[src/rtl/fetch_pc_sequencer.sv]
// Fetch-stage program counter: prioritised redirect selection, sequential advance,
// and an internal circular return-address stack feeding the imem request port.
module fetch_pc_sequencer #(
    parameter int                    ADDR_WIDTH   = 16,
    parameter int                    INSTR_BYTES  = 2,
    parameter logic [ADDR_WIDTH-1:0] RESET_VECTOR = '0,
    parameter logic [ADDR_WIDTH-1:0] TRAP_VECTOR  = ADDR_WIDTH'('h4),
    parameter int                    RAS_DEPTH    = 4
) (
    input  logic                  clock,
    input  logic                  reset,
    input  logic                  stall,
    input  logic                  fetch_ready,
    output logic                  fetch_valid,
    output logic [ADDR_WIDTH-1:0] fetch_addr,
    input  logic                  trap,
    input  logic                  branch_redirect,
    input  logic [ADDR_WIDTH-1:0] branch_target,
    input  logic                  jump,
    input  logic [ADDR_WIDTH-1:0] jump_target,
    input  logic                  jump_is_call,
    input  logic [ADDR_WIDTH-1:0] link_addr,
    input  logic                  ret,
    output logic                  ras_empty,
    output logic                  ras_overflow,
    output logic                  ras_underflow,
    output logic [2:0]            pc_src
);

    localparam int OFS   = $clog2(INSTR_BYTES);
    localparam int PTR_W = $clog2(RAS_DEPTH);
    localparam int CNT_W = PTR_W + 1;

    localparam logic [ADDR_WIDTH-1:0] ALIGN_MASK = {ADDR_WIDTH{1'b1}} << OFS;
    localparam logic [ADDR_WIDTH-1:0] INCR       = ADDR_WIDTH'(INSTR_BYTES);
    localparam logic [CNT_W-1:0]      FULL_CNT   = CNT_W'(RAS_DEPTH);

    typedef enum logic [2:0] {
        SRC_HOLD   = 3'd0,
        SRC_SEQ    = 3'd1,
        SRC_RET    = 3'd2,
        SRC_JUMP   = 3'd3,
        SRC_BRANCH = 3'd4,
        SRC_TRAP   = 3'd5
    } pc_src_e;

    // Architectural state
    logic [ADDR_WIDTH-1:0] r_pc;
    logic                  r_valid;
    pc_src_e               r_src;
    logic                  r_underflow;
    logic                  r_overflow;

    // Return-address stack: r_top points at the most recent entry
    logic [ADDR_WIDTH-1:0] r_ras [RAS_DEPTH];
    logic [PTR_W-1:0]      r_top;
    logic [CNT_W-1:0]      r_count;

    // Next-state selection
    logic [ADDR_WIDTH-1:0] w_next_pc;
    pc_src_e               w_next_src;
    logic                  w_push;
    logic                  w_pop;
    logic                  w_underflow;
    logic                  w_advance;
    logic                  w_ras_empty;
    logic                  w_ras_full;
    logic [PTR_W-1:0]      w_push_ptr;
    logic [ADDR_WIDTH-1:0] w_ras_top;

    assign w_ras_empty = (r_count == '0);
    assign w_ras_full  = (r_count == FULL_CNT);
    assign w_push_ptr  = r_top + PTR_W'(1);
    assign w_ras_top   = r_ras[r_top];
    assign w_advance   = r_valid & fetch_ready & ~stall;

    // Fixed priority: trap > branch > jump > ret > advance > hold.
    // Only the winning source may touch the RAS.
    always_comb begin
        w_next_pc   = r_pc;
        w_next_src  = SRC_HOLD;
        w_push      = 1'b0;
        w_pop       = 1'b0;
        w_underflow = 1'b0;
        if (trap) begin
            w_next_pc  = TRAP_VECTOR & ALIGN_MASK;
            w_next_src = SRC_TRAP;
        end else if (branch_redirect) begin
            w_next_pc  = branch_target & ALIGN_MASK;
            w_next_src = SRC_BRANCH;
        end else if (jump) begin
            w_next_pc  = jump_target & ALIGN_MASK;
            w_next_src = SRC_JUMP;
            w_push     = jump_is_call;
        end else if (ret) begin
            if (w_ras_empty) begin
                // Return with nothing to return to is treated as a trap
                w_next_pc   = TRAP_VECTOR & ALIGN_MASK;
                w_next_src  = SRC_TRAP;
                w_underflow = 1'b1;
            end else begin
                w_next_pc  = w_ras_top & ALIGN_MASK;
                w_next_src = SRC_RET;
                w_pop      = 1'b1;
            end
        end else if (w_advance) begin
            w_next_pc  = r_pc + INCR;
            w_next_src = SRC_SEQ;
        end
    end

    always_ff @(posedge clock) begin
        if (reset) begin
            r_pc        <= RESET_VECTOR & ALIGN_MASK;
            r_valid     <= 1'b0;
            r_src       <= SRC_HOLD;
            r_underflow <= 1'b0;
        end else begin
            r_pc        <= w_next_pc;
            r_valid     <= 1'b1;
            r_src       <= w_next_src;
            r_underflow <= w_underflow;
        end
    end

    // A push into a full stack lands on the oldest slot, which is top+1 in the ring
    always_ff @(posedge clock) begin
        if (reset) begin
            r_top      <= '0;
            r_count    <= '0;
            r_overflow <= 1'b0;
        end else if (w_push) begin
            r_top <= w_push_ptr;
            if (w_ras_full) begin
                r_overflow <= 1'b1;
            end else begin
                r_count <= r_count + CNT_W'(1);
            end
        end else if (w_pop) begin
            r_top   <= r_top - PTR_W'(1);
            r_count <= r_count - CNT_W'(1);
        end
    end

    always_ff @(posedge clock) begin
        if (!reset && w_push) begin
            r_ras[w_push_ptr] <= link_addr;
        end
    end

    assign fetch_valid   = r_valid;
    assign fetch_addr    = r_pc;
    assign pc_src        = r_src;
    assign ras_empty     = w_ras_empty;
    assign ras_overflow  = r_overflow;
    assign ras_underflow = r_underflow;

endmodule

[config.mk]
export PLATFORM = sky130hd
export DESIGN_NAME = fetch_pc_sequencer
export DESIGN_NICKNAME = d
export VERILOG_FILES = /design/src/rtl/fetch_pc_sequencer.sv
export SDC_FILE = /design/constraint.sdc
export NUM_CORES = 1
export LEC_CHECK = 0
export BUFFER_PORTS_ARGS = -buffer_cell sky130_fd_sc_hd__buf_2
export CAP_MARGIN = 30
export CORE_ASPECT_RATIO = 0.7
export CORE_MARGIN = 10
export CORE_UTILIZATION = 55
export DETAILED_ROUTE_END_ITERATION = 10
export MAX_ROUTING_LAYER = met4
export PLACE_DENSITY = 0.8
export SLEW_MARGIN = 20
export SYNTH_ARGS = -nofsm -noshare
export SYNTH_HDL_FRONTEND = slang
export SYNTH_SLANG_ARGS = --single-unit
[constraint.sdc]
create_clock -name clock -period 2.1 [get_ports clock]
set_clock_uncertainty 0.05 [all_clocks]
set_input_delay 0.315 -clock clock [delete_from_list [all_inputs] [get_ports clock]]
set_output_delay 0.315 -clock clock [all_outputs]
set_load 0.01 [all_outputs]
==> impl_metrics.toml, run 1 <==
[power]
power.share.clock_pct = 31.2
internal_power_uw = 2500
vdd_drop_max_mv = 0.596
p_seq_share_pct = 58.0
combPwrFrac_pct = 10.8
p_leak_uw = 0.00182
power_density_nw_per_um2 = 690
switchingPower_uw = 827
power_switching_share_pct = 24.9

[clock_network]
cts_tree = "yes"
cts_buffer_depth = 2
ctsHoldBuffers = 0
htreeDepth = 3
insertion_delay_ps = 350
cts_root_buf = "clkbuf_8"
cts_buffers = 9
cts_sinks = 89
cts_setup_buffers = 0
post_cts_resized = 0
path_clk_slew_ps = 90

[synthesis]
syn_nets = 377
yosys.area.top_type = "edfxtp_1"
syn-mean-instance-area_um2 = 12.9
synth_adder_area_share_pct = 2.04
synth_compound_area_share_pct = 12.2
ys_async_sr_fraction_pct = 0
yosys.area_share.simple_pct = 12.5
synth-xor-area-share_pct = 2.59
synth_area_um2 = 4060
synth-seq-cells = 89
synth_top_family_by_area = "simple AND/OR/NAND/NOR gates"
netlist_top_cells_area = "edfxtp_1 (44%), dfxtp_1 (14%), mux4_2 (8.3%)"
synth_edf_count = 60
synthFlopType = "edfxtp_1"
muxShareOfSynthArea_pct = 8.57
ys_types = 64
ys_warn_count = 0
synthCells = 314
synth-seq-area-share_pct = 58.7
synth_top_cell_area_share_pct = 44.4

[layout]
postLayoutCoreUtil_pct = 66.8
multiInputGateArea_um2 = 1540
area_growth_pct = 18.8
n_fill_cell = 543
drive_above_1_share_pct = 33.6
n_antenna_cell = 0
seqCellArea_um2 = 2380
nets = 469

[grt]
grt.total_usage_pct = 17.9
grt_max_degree = 17
grt_overflow = 0
grt_pass1_vias = 2981
antenna_found_initial = 0
grt_first_pass_wirelength_um = 15500

[timing]
finalHoldViolations = 0
worst_pin_slew_ps = 452
setup_ws_ps = 256
period_share_pct = 87.8
rsz0062_at_grt = "no"
relSlewSlack_pct = 69.8
setup-violations-final = 0
fin_crit_ps = 1840
tns_ps = 0
drv_slew = 0
fmax_ghz = 0.542

[floorplan]
pin_count = 80
core_um2 = 7220
core.rowCount = 26
start_util_pct = 56.2
die_y_um = 91.9
die_w_um = 123
die-area_um2 = 11300

[route]
drc_errors = 0
first_iter_violations = 248
drt-vias-per-instance = 5.87
wirelength_um = 9820
firstDrtPassIters = 5
vias = 2989
ant_nets = 0
wl_per_cell_um = 19.3

[status]
status = "completed"

[hold_path]
min_to = "r_ras[3][7]$_DFFE_PP_"
worstHoldStart = "link_addr[7]"
worstHoldPathType = "input pin to flip-flop"
hold_depth = 1

[worst_setup_path]
worstRegToRegCells = 5
arrival_ps = 1480
cp-end-kind = "primary output"
r2r-end = "fetch_addr[15]$_SDFFE_PP0P_"
critPathKind = "flip-flop to primary output"
crit_fanout = 6
start_kind = "flip-flop"
worstPathRequired_ps = 1740
r2r_slack_ps = 290

[place]
gp_congestion = 0.909
portBuffers = 76
pre_cts_slack_ps = 203
hpwl_um = 7350

[run]
maxCapViolCount = 0
per-stage QoR:
step	hold WS, ps	area [µm²]	instances	total power [µW]
after global routing	112	4820	509	3470
final	128	4820	509	3320
after floorplan	357	4060	314	2160
after detailed placement	438	4640	493	2320
after CTS	110	4820	509	3350
after global placement	399	4640	493	2310
synthesized netlist by cell type (all sizes together), types with 2 or more instances:
library cell / instances
a211oi: 3
nor3: 12
a31oi: 3
o221ai: 2
a21o: 2
a2111oi: 2
xor2: 5
mux4: 15
a22oi: 4
ha: 5
clkbuf: 4
a221oi: 4
a21oi: 16
o22a: 3
o211ai: 3
xnor2: 7
o31ai: 2
o21a: 2
buf: 11
and3: 5
nand2: 17
inv: 13
a221o: 2
and2: 4
edfxtp: 60
nor2: 25
or4: 2
nand4: 2
nor4: 3
dfxtp: 29
or2: 3
o22ai: 5
o21ai: 10
nand3: 12
final cells by class:
class / count / area share [%]
clock buffers: 9 / 2.57
clock inverters: 7 / 1.09
inverters: 13 / 1.01
multi-input cells: 197 / 31.8
flip-flops and latches: 89 / 49.4
well taps: 98 / 2.54
repair buffers: 96 / 11.5
worst max-delay path, cell delays in order, from the launching register on:
cell and delay, ps:
dfxtp_1 390, or3_1 490, inv_1 110, buf_2 140
routing by layer:
metal | up-vias | wire (µm) | global-route usage, %
li1 | 1398 | - | -
met1 | 1415 | 4180 | 23.4
met2 | 166 | 4490 | 26.6
met3 | 10 | 1070 | 5.14
met4 | 0 | 83 | 5.19
met5 | - | 0 | -
registers in the layout, indices dropped and copies added (netlist names), named ones only:
name,cells
ras_underflow,1
fetch_addr,16
ras_overflow,1
r_ras,60
r_top,2
r_count,3
pc_src,3
fetch_valid,1
power groups by stage:
stage | sequential [µW] | combinational [µW] | clock [µW]
3_3_place_gp | 1960 | 346 | 0
2_1_floorplan | 1970 | 190 | 0
4_1_cts | 1930 | 356 | 1060
3_5_place_dp | 1970 | 354 | 0
6_report | 1930 | 358 | 1040
5_1_grt | 1930 | 395 | 1140
worst max path at each step:
stage                            startpoint                           to  slack (ps)  depth (start not counted)
floorplan                              trap      r_count[2]$_SDFFE_PP0P_         170                          8
global route                      flip-flop  fetch_addr[15]$_SDFFE_PP0P_         180                          5
global placement                       jump      r_count[2]$_SDFFE_PP0P_         220                          8
CTS                 r_count[0]$_SDFFE_PP0P_                    ras_empty         250                          3
detailed placement                     jump      r_count[2]$_SDFFE_PP0P_         200                          8
finish              r_count[0]$_SDFFE_PP0P_                    ras_empty         260                          3
cell usage in the layout (no fill, tap or decap), types with 4 or more instances in the layout:
cell      count
buf_2        76
edfxtp_1     60
dfxtp_1      29
nor2_1       24
buf_4        18
nand2_1      17
a21oi_1      16
mux4_2       15
inv_1        13
nand3_1      12
nor3_1       11
o21ai_0       9
clkbuf_8      9
xnor2_1       7
o22ai_1       5
xor2_1        5
ha_1          5
and2_1        4
a22oi_1       4
and3_1        4
a221oi_1      4
logic make-up after synthesis:
logic type	Yosys count
AO/OA/AOI/OAI	69
XOR/XNOR	12
adder cells (fa/ha/maj)	6
buffers and inverters	28
flip-flops	89
multiplexers	16
AND/OR/NAND/NOR	94
Note: power is estimated with default switching activity, not from simulation.
==> run 2: changes to the inputs <==
--- a/config.mk
+++ b/config.mk
@@ -14,4 +14,5 @@
 export MAX_ROUTING_LAYER = met4
 export PLACE_DENSITY = 0.8
+export REMOVE_ABC_BUFFERS = 1
 export SLEW_MARGIN = 20
 export SYNTH_ARGS = -nofsm -noshare
--- a/constraint.sdc
+++ b/constraint.sdc
@@ -3,3 +3,3 @@
 set_input_delay 0.315 -clock clock [delete_from_list [all_inputs] [get_ports clock]]
 set_output_delay 0.315 -clock clock [all_outputs]
-set_load 0.01 [all_outputs]
+set_load 0.02 [all_outputs]
==> run 2 against run 1 <==
Clock-buffer cell count unchanged. Sequential power about the same. Power increased by 6.3%. Largest cell class unchanged.
==> impl_metrics.toml, run 2 (synthesized netlist as in run 1, its figures left out) <==
[route]
first_iter_violations = 324
drc_errors = 0
vias = 3011
met1_length_um = 4400
wl_per_cell_um = 19.5
drt-vias-per-instance = 5.93
ant_nets = 0
routed-wl-met3_um = 991
firstDrtPassIters = 4
wirelength_um = 9890
dr.max_layer_used = "met4"
wl_met2_um = 4420

[grt]
grt.total_usage_pct = 18.3
grt_max_degree = 18
grt_first_pass_wirelength_um = 15600
grt_overflow = 0
grt_pass1_vias = 3045
antenna_found_initial = 0

[floorplan]
core.rowCount = 26
core_um2 = 7220
start_util_pct = 56.2
die-area_um2 = 11300
die_y_um = 91.9
pin_count = 80
die_w_um = 123

[layout]
n_fill_cell = 540
layout_common_cells = "buf_2 (76), edfxtp_1 (60), dfxtp_1 (29)"
regMostFlops = "r_ras"
area_growth_pct = 20.5
nets = 468
largest_register_ff_count = 60
final_common_cell = "buf_2"
n_antenna_cell = 0
drive_above_1_share_pct = 33.9
fin_cells = 508

[worst_setup_path]
arrival_ps = 1490
worstPathRequired_ps = 1740
critPathMaxStageDelay_ps = 480
start_kind = "flip-flop"
critPathKind = "flip-flop to primary output"
crit_family = "simple AND/OR/NAND/NOR gates"
critPathBufInv = 2
cp_slowest_cell = "or3_1"
cp-end-kind = "primary output"
crit_chain = "or3_1 -> inv_1 -> buf_2"
crit_fanout = 6

[timing]
period_share_pct = 88.5
finalHoldViolations = 0
fin_crit_ps = 1860
relSlewSlack_pct = 69.5
setup_ws_ps = 242
rsz0062_at_grt = "no"
setup-violations-final = 0
drv_slew = 0
tns_ps = 0
worst_pin_slew_ps = 457
fmax_ghz = 0.538

[place]
portBuffers = 76
hpwl_um = 7250
gp_congestion = 0.909
pre_cts_slack_ps = 182
dp_cells = 492

[power]
p_leak_uw = 0.00184
vdd_drop_max_mv = 0.472
combPwrFrac_pct = 10.6
power.share.clock_pct = 34.9
switchingPower_uw = 902
p_seq_share_pct = 54.6
power_density_nw_per_um2 = 723
internal_power_uw = 2630
power_switching_share_pct = 25.5

[clock_network]
cts_root_buf = "clkbuf_8"
insertion_delay_ps = 360
ctsHoldBuffers = 0
cts_setup_buffers = 0
htreeDepth = 3
cts_tree = "yes"
path_clk_slew_ps = 100
post_cts_resized = 0
cts_buffer_depth = 2
cts_buffers = 9
cts_sinks = 89

[status]
status = "completed"

[hold_path]
worstHoldPathType = "input pin to flip-flop"

[run]
maxCapViolCount = 0
[run 2: power by group through the flow]
stage          combinational [µW]  sequential (µW)  clock, µW
2_1_floorplan                 159             2000          0
3_3_place_gp                  363             1970          0
3_5_place_dp                  371             1970          0
4_1_cts                       372             1930       1260
5_1_grt                       411             1930       1330
6_report                      373             1930       1230
[run 2: final cells by class]
| cell class | instances | area [µm²] | share of cell area [%] |
|---|---|---|---|
| clock buffer | 9 | 124 | 2.54 |
| clock inverter | 7 | 87.6 | 1.79 |
| inverter | 13 | 48.8 | 0.999 |
| multi-input combinational | 197 | 1540 | 31.4 |
| sequential | 89 | 2380 | 48.8 |
| tap | 98 | 123 | 2.51 |
| timing repair buffer | 95 | 586 | 12.0 |
[run 2: worst paths after layout]
path	from	end	slack, ps	cells past startpoint
max	r_count[0]$_SDFFE_PP0P_	ras_empty	240	3
min	link_addr[1]	r_ras[2][1]$_DFFE_PP_	120	1
max reg2reg	flip-flop	fetch_addr[12]$_SDFFE_PP0P_	300	5
min reg2reg	ras_overflow$_SDFFE_PP0P_	ras_overflow$_SDFFE_PP0P_	430	1
[run 2: per-stage QoR]
| step | utilization (%) | hold slack, ps | total power [µW] | area (µm²) |
|---|---|---|---|---|
| finish | 67.7 | 117 | 3530 | 4890 |
| global route | 67.7 | 98.6 | 3670 | 4890 |
| CTS | 67.7 | 102 | 3560 | 4890 |
| detailed placement | 64.7 | 404 | 2340 | 4670 |
| global placement | 64.7 | 398 | 2330 | 4670 |
| floorplan | - | 334 | 2160 | 3970 |
[run 2: metal layers]
metal	global-route usage [%]	vias up
met5	-	-
met1	24.1	1469
li1	-	1402
met2	27.0	133
met4	5.68	0
met3	5.02	7
